$ cat src/rtl/fifo_pkt_reader.sv
// Drains a synchronous FIFO into a valid/ready stream through a 2-entry buffer and frames it into PKT_LEN-word packets.
// Optional feature: define FIFO_PKT_READER_CHECKSUM_EN to append a checksum beat to every packet.
module fifo_pkt_reader #(
   parameter int WIDTH   = 16,
   parameter int PKT_LEN = 8
) (
   input  logic             clk,
   input  logic             reset,
   output logic             fifo_deq,
   input  logic             fifo_empty,
   input  logic [WIDTH-1:0] fifo_deq_data,
   output logic             out_valid,
   input  logic             out_ready,
   output logic [WIDTH-1:0] out_data,
   output logic             out_last,
   output logic [15:0]      pkt_cnt
);

   localparam int WCW = $clog2(PKT_LEN);
   localparam logic [WCW-1:0] LAST_IDX = WCW'(PKT_LEN - 1);

   logic [1:0]       occ;
   logic             inflight;
   logic [WIDTH-1:0] buf0;
   logic [WIDTH-1:0] buf1;
   logic [WCW-1:0]   wcnt;
   logic             pop_out;
   logic             data_phase;
   logic             last_word;

`ifdef FIFO_PKT_READER_CHECKSUM_EN
   typedef enum logic {DATA, CSUM} state_t;
   state_t           state;
   logic [WIDTH-1:0] acc;
`endif

   // Pop credit counts words already buffered plus the one still coming out of the FIFO.
   always_comb begin
      last_word = (wcnt == LAST_IDX);
`ifdef FIFO_PKT_READER_CHECKSUM_EN
      data_phase = (state == DATA);
      out_valid  = data_phase ? (occ != 2'd0) : 1'b1;
      out_data   = data_phase ? buf0 : acc;
      out_last   = !data_phase;
`else
      data_phase = 1'b1;
      out_valid  = (occ != 2'd0);
      out_data   = buf0;
      out_last   = out_valid & last_word;
`endif
      pop_out  = out_valid & out_ready & data_phase;
      fifo_deq = !reset & !fifo_empty &
                 (({1'b0, occ} + {2'b00, inflight}) < (3'd2 + {2'b00, pop_out}));
   end

   // buf0 is always the head; a pop shifts buf1 forward while an arriving word fills the next free slot.
   always_ff @(posedge clk or posedge reset) begin
      if (reset) begin
         occ      <= 2'd0;
         inflight <= 1'b0;
         buf0     <= '0;
         buf1     <= '0;
         wcnt     <= '0;
         pkt_cnt  <= 16'd0;
`ifdef FIFO_PKT_READER_CHECKSUM_EN
         state    <= DATA;
         acc      <= '0;
`endif
      end else begin
         inflight <= fifo_deq;
         occ      <= occ + {1'b0, inflight} - {1'b0, pop_out};

         if (pop_out) begin
            if (occ == 2'd2) begin
               buf0 <= buf1;
               if (inflight)
                  buf1 <= fifo_deq_data;
            end else if (inflight) begin
               buf0 <= fifo_deq_data;
            end
         end else if (inflight) begin
            if (occ == 2'd0)
               buf0 <= fifo_deq_data;
            else
               buf1 <= fifo_deq_data;
         end

`ifdef FIFO_PKT_READER_CHECKSUM_EN
         if (pop_out) begin
            acc <= acc + buf0;
            if (last_word)
               state <= CSUM;
            else
               wcnt <= wcnt + 1'b1;
         end
         if (state == CSUM && out_ready) begin
            state   <= DATA;
            acc     <= '0;
            wcnt    <= '0;
            pkt_cnt <= pkt_cnt + 16'd1;
         end
`else
         if (pop_out) begin
            if (last_word) begin
               wcnt    <= '0;
               pkt_cnt <= pkt_cnt + 16'd1;
            end else begin
               wcnt <= wcnt + 1'b1;
            end
         end
`endif
      end
   end

endmodule

$ cat config.mk
export PLATFORM = sky130hd
export DESIGN_NAME = fifo_pkt_reader
export DESIGN_NICKNAME = d
export VERILOG_FILES = /design/src/rtl/fifo_pkt_reader.sv
export SDC_FILE = /design/constraint.sdc
export NUM_CORES = 1
export LEC_CHECK = 0
export CORE_UTILIZATION = 35
export DETAILED_ROUTE_END_ITERATION = 12
export PLACE_DENSITY_LB_ADDON = 0.08
export RECOVER_POWER = 50
export SETUP_SLACK_MARGIN = 0.1
export SYNTH_ARGS = -nofsm -noshare
export SYNTH_HDL_FRONTEND = slang
export SYNTH_SLANG_ARGS = --single-unit
$ cat constraint.sdc
create_clock -name clk -period 4.4 [get_ports clk]
set_input_delay 0.66 -clock clk [delete_from_list [all_inputs] [get_ports clk]]
set_output_delay 0.66 -clock clk [all_outputs]
set_load 0.02 [all_outputs]
* Word level (Yosys, flattened, before mapping)
Cells that the tools add are included.
** Word-level totals
- ROM bits :: 0
- Input port bits :: 20
- Memory bits (writable) :: 0
- Bits in latches :: 0
- Flip-flop bits (word level) :: 54
- Memories :: 0
** Operators by class
- Shift-type cells :: 0
- $lt $le $gt $ge :: 1
- Equal/unequal tests :: 5
- Bitwise logic cells :: 4
- Reduce and logical (&&, ||, !) cells :: 10
- Multiplexer cells :: 10
- Add/sub/neg operators :: 6
- Divide/modulo/power cells :: 0
- $mul :: 0
** Operator list (count)
- two-way mux 16 bit :: 9
- adder 16 x 1 -> 16 bit (second input constant) :: 1
- nonzero test 2 bit :: 4
- bitwise AND 1 bit :: 4
- != test 2 bit (second input constant) :: 2
- AND reduction 4 bit :: 1
- adder 2 x 1 -> 3 bit :: 1
- adder 2 x 1 -> 3 bit (first input constant) :: 1
- adder 3 x 1 -> 3 bit (second input constant) :: 1
- equality test 3 bit (second input constant) :: 1
- < comparator 3 bit :: 1
- two-way mux 3 bit :: 1
- AND reduction 3 bit :: 1
- adder 2 x 1 -> 2 bit :: 1
- equality test 2 bit (second input constant) :: 1
- zero test 1 bit :: 2
- zero test 2 bit :: 1
- != test 2 x 1 -> 1 bit (second input constant) :: 1
- AND reduction 2 bit :: 1
- subtractor 2 x 1 -> 2 bit :: 1

* Logic depth before layout (Yosys ltp)
- Depth after elaboration :: 5
- Mapped depth :: 8
- Depth with buffers taken out :: 6

* Worst setup path before layout
OpenSTA, ideal clock, no wires.
- Path type :: input-to-output
- Start :: input port out_ready
- End :: output port fifo_deq
- Setup slack :: 1.698 ns
- Data arrival time :: 2.042 ns
- Required time :: 3.740 ns
- Stages :: 5
- Path through :: buf_2 -> o21a_1 -> inv_1 -> o21ai_0 -> nor4b_1
** On the way
- Cells in the longest elaborated chain, start to end :: 4
** RTL lines
- start: declaration :: line 13 : input logic out_ready,
- bitwise AND 1 bit :: line 51 : pop_out = out_valid & out_ready & data_phase;
- adder 2 x 1 -> 3 bit :: line 53 : (({1'b0, occ} + {2'b00, inflight}) < (3'd2 + {2'b00, pop_out}));
- < comparator 3 bit :: line 53
- bitwise AND 1 bit :: line 52 : fifo_deq = !reset & !fifo_empty &
- end: declaration :: line 9 : output logic fifo_deq,
Every way passes these cells.

* Worst setup path in the final report
Same ends and word-level chain as after synthesis.

==> results.md <==
- Max Cap Viol: 1
- Pleak: around 1.5 nW
- Pre-CTS setup slack: 0.9011 ns
- Commonest cells in the synthesized netlist: dfrtp_1 (54), mux2_4 (21), mux2_2 (19), xnor2_1 (13), nand2_1 (12)
- Max Clk Rate: around 280 MHz
- Maximum buffer depth of the clock tree: 2
- Post-CTS Resized: 0
- Layout cells sized above 1: 0.2158
- Critical path class: in2out
- Netlist cell types: 32
- Wirelength per Cell: about 14 um
- Number of enable flip-flop cells after synthesis: 0
- Post-Synth XOR/XNOR Area: 0.05713
- First-pass GRT wire length: 7990 um
- Hold WC Path Type: reg2reg
- Post-Synth Simple-Gate Area: 0.09361
- Clk sinks: 54
- VDD IR-drop max: about 0.00018 V
- Core Box Area: about 0.007 mm2
- Count of state elements after synthesis: 54
- Largest fanout on the critical path: 7
- Worst Tran Pin Value: around 1.8 ns
- Final setup violation count: 0
- PwrDens: about 600 mW/mm2
- Final hold viol count: 0
- Worst Setup Start Kind: input pin
- Yosys warning count: 0
- Port buffer count: 54
- Htree depth: 2
- Final Worst Setup Slack: ~0.83 ns
- Post-route ant nets: 0
- Syn Nets: ~210
- TNS Setup: 0 ns
- Final worst-path cycle share: 0.8118
- Total die area: roughly 0.0078 mm2
- Largest family of logic cells by synthesized area: multiplexers
- Layout area overhead: 27.08%
- Utilization after layout: 0.4591
- Starting utilization of the core area: 0.3613
- Worst-path clk slew: ~0.1 ns
- CP Data Arrival Time: a little under 3 ns
- Starting DRC count in detailed routing: 49
- Synth Area in Compound Gates: 0.01296
- CTS tree: done
- Total gr overflow: 0
- Clock Latency Late Sink: just over 0.3 ns
- Violated checks: max-capacitance violations, max-slew violations
- Seq/Total Area, Yosys: 0.5185
- Vias in the first global route: roughly 1.6k
- Post-synth ARST share: 1.000
- Final Net Count: 267
- Setup bufs post-CTS: 0
- Gp weighted congestion: around 0.7
- CTS root buffer: clkbuf_8
- Vias: approximately 1.5k
- DRC viols: 0
- Hold-fix buffers, CTS: 0
- Synth Area per Inst: 14.16 um2
- Hold WS: 0.4783 ns
- WP data required: between 3 and 4 ns
- Outcome: finished with violations
- Routed WL: roughly 4800 um
- RSZ-0062 raised after global routing: no
- Syn Inst Count: ~180
- DP HPWL: 3294 um
- Synthesized-area fraction occupied by adder cells: 0.03361
- Slew headroom: -0.2181
- Synthesized area: 0.002606 mm2
- Layout Skew: a little under 0.009 ns
- Worst setup EP type: output port
- Pin count of the biggest net entering global routing: 36
- Area share of the largest cell type after synthesis: 0.5185
- # IOs: 55
- Mux share of post-synthesis cell area: 0.2501
- DRT Pass-1 Iters: 2
- Final Max Tran Viols: 36
- Chip width: 88.29 um
- Total GRT Usage: 0.1366
- Power Total: between 1.5 and 2 mW
- FP Rows: 31
- Die span in y: between 80 and 90 um
- Largest cells by area after synthesis: dfrtp_1 (52%), mux2_4 (12%), mux2_2 (8.2%)
- Min Clock Period, post-route: around 3.6 ns
- Synth area leader: dfrtp_1
- Vias per Instance: around 4.5
- Initial antenna violation count: 0
- Most frequent cell after synthesis: dfrtp_1
- Dominant synthesized flop cell: dfrtp_1
- Inserted Clock Buffers: 5
- Antenna Cells: 0
-- stage by stage --
| stage | cells | cell area [um2] |
|---|---|---|
| after global placement | 332 | 3204 |
| final | 340 | 3312 |
| after global routing | 340 | 3312 |
| after CTS | 340 | 3326 |
| after floorplan | 184 | 2606 |
| after detailed placement | 332 | 3204 |
-- power breakdown --
group	switching (mW)	total (mW)	internal [mW]
combinational	0.342	0.829	0.487
sequential	0.124	0.806	0.682
clock	0.162	0.350	0.187
-- state kept, by name (all words and copies together) (netlist names) --
register  count
pkt_cnt      16
wcnt          3
out_data     16
inflight      1
buf1         16
occ           2
-- cell families (layout without fill, tap and decap cells) --
kind of cell,count (synthesis),count (layout)
fa+ha+maj,7,7
xor+xnor,17,17
simple gates,40,40
buf+inv,10,67
flops,54,54
mux,51,51
compound gates,5,5
-- layer usage --
metal | up-vias | wire length, um | share of wire | global-route usage
li1 | 752 | - | - | -
met1 | 740 | 2240 | 0.47 | 0.1813
met2 | 34 | 2233 | 0.47 | 0.2203
met3 | 6 | 234 | 0.049 | 0.03638
met4 | 0 | 59 | 0.012 | 0.03959
met5 | - | 0 | 0 | 0
-- worst max-delay path, stage by stage --
cell and delay [ns]:
dlygate4sd3_1 0.72, o21a_1 0.25, inv_1 0.13, o21ai_0 0.16
nor4b_1 0.31, clkdlybuf4s50_1 0.67
-- layout make-up --
class | count | area, um2
well taps | 99 | 123.9
clock buffers | 6 | 82.58
repair buffers | 55 | 544.3
inverters | 4 | 15.01
flip-flops and latches | 54 | 1351
fillers | 698 | 3902
clock inverters | 2 | 38.79
multi-input cells | 120 | 1156
-- path summary, 6_finish.rpt --
path	startpoint	endpoint	slack (ns)	cells after the start
worst max register to register	occ[1]$_DFF_PP0_	out_data[15]$_DFFE_PP0P_	1.75	5
max in group asynchronous	reset	pkt_cnt[4]$_DFFE_PP0P_	1.25	3
worst min register to register	pkt_cnt[15]$_DFFE_PP0P_	pkt_cnt[15]$_DFFE_PP0P_	0.48	1
worst min-delay path	pkt_cnt[15]$_DFFE_PP0P_	pkt_cnt[15]$_DFFE_PP0P_	0.48	1
min in group asynchronous	reset	buf1[1]$_DFFE_PP0P_	0.98	2
worst max-delay path	out_ready	fifo_deq	0.83	6
-- cells in the final DEF (no fill, tap or decap), drive strengths merged, types with 3 or more instances in the layout --
cell type,synthesis,routed
dfrtp,54,54
mux2,50,50
clkdlybuf4s50,0,45
xnor2,13,13
nand2,12,12
dlygate4sd3,0,9
nand3,8,8
ha,7,7
clkbuf,0,7
inv,4,5
xor2,4,4
nand4,4,4
nor2,4,4
nor3,3,3
o21ai,3,3
Power figures use the tool's default switching activity.
